--- src/rtl/mem_access_unit.sv ---
// Splits 16-bit load/store requests into two big-endian byte accesses (high byte at A, low at A+1).
// Optional ALIGN_CHECK_EN: odd request addresses are rejected through the error path.
module mem_access_unit #(
  parameter int ADDR_W    = 7,
  parameter int MEM_BYTES = 128
) (
  input  logic              Clock,
  input  logic              Reset_n,
  input  logic              ReqValid,
  output logic              ReqReady,
  input  logic              ReqWrite,
  input  logic [15:0]       ReqAddr,
  input  logic [15:0]       ReqWData,
  output logic              RspValid,
  output logic [15:0]       RspData,
  output logic              RspErr,
  output logic [ADDR_W-1:0] MemAddr,
  output logic [7:0]        MemWData,
  output logic              MemRead,
  output logic              MemWrite,
  input  logic [7:0]        MemRData
);

  typedef enum logic [2:0] {
    IDLE,
    WR_HI,
    WR_LO,
    RD_HI,
    RD_LO,
    RD_CAP,
    RESP
  } state_t;

  localparam logic [16:0]       MEM_LIM  = 17'(MEM_BYTES);
  localparam logic [ADDR_W-1:0] ADDR_ONE = 1;

  state_t            state, state_nxt;
  logic [ADDR_W-1:0] addr_q;
  logic [ADDR_W-1:0] addr_lo;
  logic [15:0]       wdata_q;
  logic [16:0]       addr_end;
  logic              accept;
  logic              align_err;
  logic              req_err;

  assign accept   = ReqValid && ReqReady;
  // End address is widened so 16'hFFFF + 1 cannot wrap into the legal range.
  assign addr_end = {1'b0, ReqAddr} + 17'd1;
  // Low-byte address wraps within the memory address width.
  assign addr_lo  = addr_q + ADDR_ONE;

`ifdef ALIGN_CHECK_EN
  assign align_err = ReqAddr[0];
`else
  assign align_err = 1'b0;
`endif

  assign req_err = (addr_end >= MEM_LIM) || ((ReqAddr >> ADDR_W) != 16'd0) || align_err;

  always_ff @(posedge Clock or negedge Reset_n) begin
    if (!Reset_n) begin
      state <= IDLE;
    end else begin
      state <= state_nxt;
    end
  end

  always_comb begin
    state_nxt = state;
    ReqReady  = 1'b0;
    RspValid  = 1'b0;
    MemRead   = 1'b0;
    MemWrite  = 1'b0;
    MemAddr   = '0;
    MemWData  = '0;
    case (state)
      IDLE: begin
        ReqReady = 1'b1;
        if (ReqValid) begin
          if (req_err) begin
            state_nxt = RESP;
          end else if (ReqWrite) begin
            state_nxt = WR_HI;
          end else begin
            state_nxt = RD_HI;
          end
        end
      end
      WR_HI: begin
        MemWrite  = 1'b1;
        MemAddr   = addr_q;
        MemWData  = wdata_q[15:8];
        state_nxt = WR_LO;
      end
      WR_LO: begin
        MemWrite  = 1'b1;
        MemAddr   = addr_lo;
        MemWData  = wdata_q[7:0];
        state_nxt = RESP;
      end
      RD_HI: begin
        MemRead   = 1'b1;
        MemAddr   = addr_q;
        state_nxt = RD_LO;
      end
      RD_LO: begin
        MemRead   = 1'b1;
        MemAddr   = addr_lo;
        state_nxt = RD_CAP;
      end
      RD_CAP: begin
        state_nxt = RESP;
      end
      RESP: begin
        RspValid  = 1'b1;
        state_nxt = IDLE;
      end
      default: begin
        state_nxt = IDLE;
      end
    endcase
  end

  // Read data arrives one clock after its strobe, so each byte is captured a state later.
  always_ff @(posedge Clock or negedge Reset_n) begin
    if (!Reset_n) begin
      addr_q  <= '0;
      wdata_q <= '0;
      RspData <= '0;
      RspErr  <= 1'b0;
    end else begin
      if (accept) begin
        addr_q  <= ReqAddr[ADDR_W-1:0];
        wdata_q <= ReqWData;
        RspData <= '0;
        RspErr  <= req_err;
      end
      if (state == RD_LO) begin
        RspData[15:8] <= MemRData;
      end
      if (state == RD_CAP) begin
        RspData[7:0] <= MemRData;
      end
    end
  end

endmodule

--- config.mk ---
export PLATFORM = sky130hd
export DESIGN_NAME = mem_access_unit
export DESIGN_NICKNAME = d
export VERILOG_FILES = /design/src/rtl/mem_access_unit.sv
export SDC_FILE = /design/constraint.sdc
export NUM_CORES = 1
export LEC_CHECK = 0
export CORE_UTILIZATION = 48
export CTS_CLUSTER_DIAMETER = 40
export DETAILED_ROUTE_END_ITERATION = 7
export PLACE_DENSITY = 0.86
export RECOVER_POWER = 50
export REMOVE_ABC_BUFFERS = 1
export SLEW_MARGIN = 20
export SYNTH_ARGS = -nofsm -noshare
export SYNTH_HDL_FRONTEND = slang
export SYNTH_SLANG_ARGS = --single-unit
--- constraint.sdc ---
create_clock -name Clock -period 3.9 [get_ports Clock]
set_input_delay 0.585 -clock Clock [delete_from_list [all_inputs] [get_ports Clock]]
set_output_delay 0.585 -clock Clock [all_outputs]
set_load 0.01 [all_outputs]
==> results.md <==
* Setup TNS at 0 ps
* Synth Cell Area at 0.002171 mm²
* CP Max Fanout at 22
* # H-tree levels at 2
* Via count at 1746
* Post-CTS sizing at 0
* Critical Path AT at 2590 ps
* CP Cell Sequence: and2_0 -> nand2_1 -> o21ai_0 -> clkdlybuf4s50_1
* Tot GR Track Use at 0.2164
* Failing checks: max-capacitance violations, max-slew violations
* Post-synthesis sequential area ratio at 0.4957
* Setup Viol. Count Final at 0
* CP startpoint kind: flop
* Chip Width at 69.25 µm
* Nets@finish at 311
* Clock Root Buffer: clkbuf_8
* TritonCTS clock tree: built
* Met3 wire len at 335 µm
* GPL Wtd Cong at 0.7637
* Synth Warn # at 0
* Drt first pass iters at 4
* Setup Fix Bufs, Post-CTS at 0
* Outcome: finished, violations left
* Die ar. at 0.004796 mm²
* Worst slew margin at -0.5197
* CP required at 3310 ps
* Number of synthesized register bits at 43
* Count of hold-fix buffers inserted at cts at 0
* Final wirelength at 4854 µm
* Port bufs at 79
* Hold Violations, Final at 0
* Initial antenna violation count at 0
* Crit path capture type: output port
* Total grt overflow at 0
* Clock buffer depth at 2
* CP max-delay cell: dfrtp_1
* Starting DRT DRC Count at 177
* Antenna Cells at 0
* Register area at 0.001076 mm²
* Detailed placer's ending HPWL at 3426 µm
* Total CTS buffers at 5
* Multi-input gate area at 985.9 µm²
* Clk_skew at 9.084 ps
* Total of max-cap violations at 1
* Syn Area/Cell at 11.25 µm²
* Final ANT Viol Nets at 0
* Wire per inst at 15.22 µm
* Type of the worst setup path: flop to output port
* Vias in the first global route at 1748
* Power Dens Cells at 766.3 mW/mm²
* Max Clock Freq at 315.4 MHz
* Drt drc at 0
* Asr flop ratio synth at 1.000
* Hold Path Class: flop to flop
* Vias/cell at 5.473
* Num rows at 24
* Syn Inst Count at 193
* Starting Density at 0.4986
* Top Layer Used: met4
* Top Ports at 80
* Sink Count at 43
* Layout area overhead at 38.39%
* PnR Total Power at 2.302 mW
* CP peak stage delay at 850 ps
* WL met2 at 2397 µm
* Post-route minimum period at 3171 ps
* Crit share post-route at 0.8130
* Max VDD drop at 0.4372 mV
* Core ar. at 0.004354 mm²
* Static leakage at 1.237 nW
* Final-layout fill cell count at 333
* Largest net degree at the start of global routing at 44
* Wl on met1 at 2070 µm
* Main flop type after synthesis: dfrtp_1
* EDFF count, synth at 0
* Ratio of cells with drive above 1 in the final layout at 0.1386
* Slew Viols, Final at 44
* Cell variety after synth at 39
* Die H at 69.25 µm
* First-pass GRT wire length at 8231 µm
* RSZ-0062 raised after global routing: no
* CTS clk-pin slew, worst paths at 80 ps
* Clock Latency Late Sink at 300 ps
* Slew @ Worst Pin at 2280 ps
## registers in the layout, indices dropped and copies added, names as in the netlist
signal / cells
RspErr: 1
RspData: 16
addr_q: 7
wdata_q: 16
state: 3
## per-layer routing
metal / GRT usage / vias up
li1: - / 827
met1: 0.2779 / 843
met2: 0.3646 / 68
met3: 0.04797 / 8
met4: 0.06803 / 0
met5: 0 / -
## critical path, delay by kind of cell (launching register included)
kind | cells | cell delay (ps)
simple gates | 2 | 750
flops | 1 | 850
buf+inv | 1 | 570
compound gates | 1 | 110
## cell families after synthesis
| kind of cell | after synthesis | share of synthesized area |
|---|---|---|
| mux | 22 | 0.1418 |
| simple gates | 62 | 0.1418 |
| compound gates | 44 | 0.1401 |
| fa+ha+maj | 1 | 0.005763 |
| xor+xnor | 6 | 0.02421 |
| buf+inv | 15 | 0.05072 |
| flops | 43 | 0.4957 |
## final timing paths
check | from | end | slack (ps) | cells past startpoint
max in group asynchronous | Reset_n | RspErr | 1630 | 1
worst max register to register | state[2] | wdata_q[1] | 1710 | 3
worst max-delay path | state[2] | MemAddr[3] | 730 | 4
worst min register to register | RspData[12] | RspData[12] | 510 | 1
min in group asynchronous | Reset_n | addr_q[1] | 960 | 1
worst min-delay path | RspData[12] | RspData[12] | 510 | 1
## per-stage QoR
| step | cells | util | area (µm²) | hold WS, ps | worst slack (ps) |
|---|---|---|---|---|---|
| 5_1_grt | 319 | 0.6899 | 3004 | 527.3 | 563.6 |
| 4_1_cts | 319 | 0.6902 | 3005 | 467.3 | 724.4 |
| 3_3_place_gp | 311 | 0.6707 | 2920 | 486.3 | 1131 |
| 3_5_place_dp | 311 | 0.6707 | 2920 | 495.3 | 1070 |
| 6_report | 319 | 0.6899 | 3004 | 509.5 | 729.2 |
| 2_1_floorplan | 180 | - | 2068 | 289.4 | 1566 |
## final cells by class
type | instances | share of cell area
flip-flops and latches | 43 | 0.3582
multi-input cells | 135 | 0.3282
repair buffers | 79 | 0.2611
clock buffers | 6 | 0.02416
well taps | 52 | 0.02166
inverters | 2 | 0.002499
clock inverters | 2 | 0.004165
## cell usage in the layout, fill, tap and decap left out, types with 2 or more instances in the layout
cell type	Yosys	final
nor2_1	15	15
inv_1	2	2
dlygate4sd3_1	0	10
nand3_1	3	3
a22o_1	8	8
dfrtp_1	43	43
mux2_4	16	16
xnor2_1	4	4
mux2_2	6	6
a31oi_1	2	2
clkbuf_8	0	5
nor3_1	4	4
a22oi_1	10	10
nor2b_1	4	4
o21ba_2	2	2
o21ai_0	15	15
clkdlybuf4s50_1	0	68
xor2_1	2	2
clkbuf_1	2	2
a21oi_1	2	2
nand2_1	24	24
## Yosys cell counts (2+ instances only)
cell	number	share of area
mux2_4	16	0.11
inv_1	2	0.0035
a22o_1	8	0.032
buf_2	6	0.014
and2_1	3	0.0086
nor2_1	15	0.026
a22oi_1	10	0.035
nand2_1	24	0.042
a21oi_1	2	0.0046
clkbuf_1	2	0.0035
xnor2_1	4	0.016
nor3_1	4	0.0092
o21ba_2	2	0.0092
nand3_1	3	0.0069
a31oi_1	2	0.0058
nor2b_1	4	0.012
buf_6	2	0.010
xor2_1	2	0.0081
mux2_2	6	0.031
o21ai_0	15	0.035
dfrtp_1	43	0.50
## report_power, final
part           total (mW)  switching [mW]  internal (mW)
clock               0.279           0.154          0.125
sequential          0.872           0.216          0.656
combinational        1.15           0.476          0.674
Power figures use the tool's default switching activity.
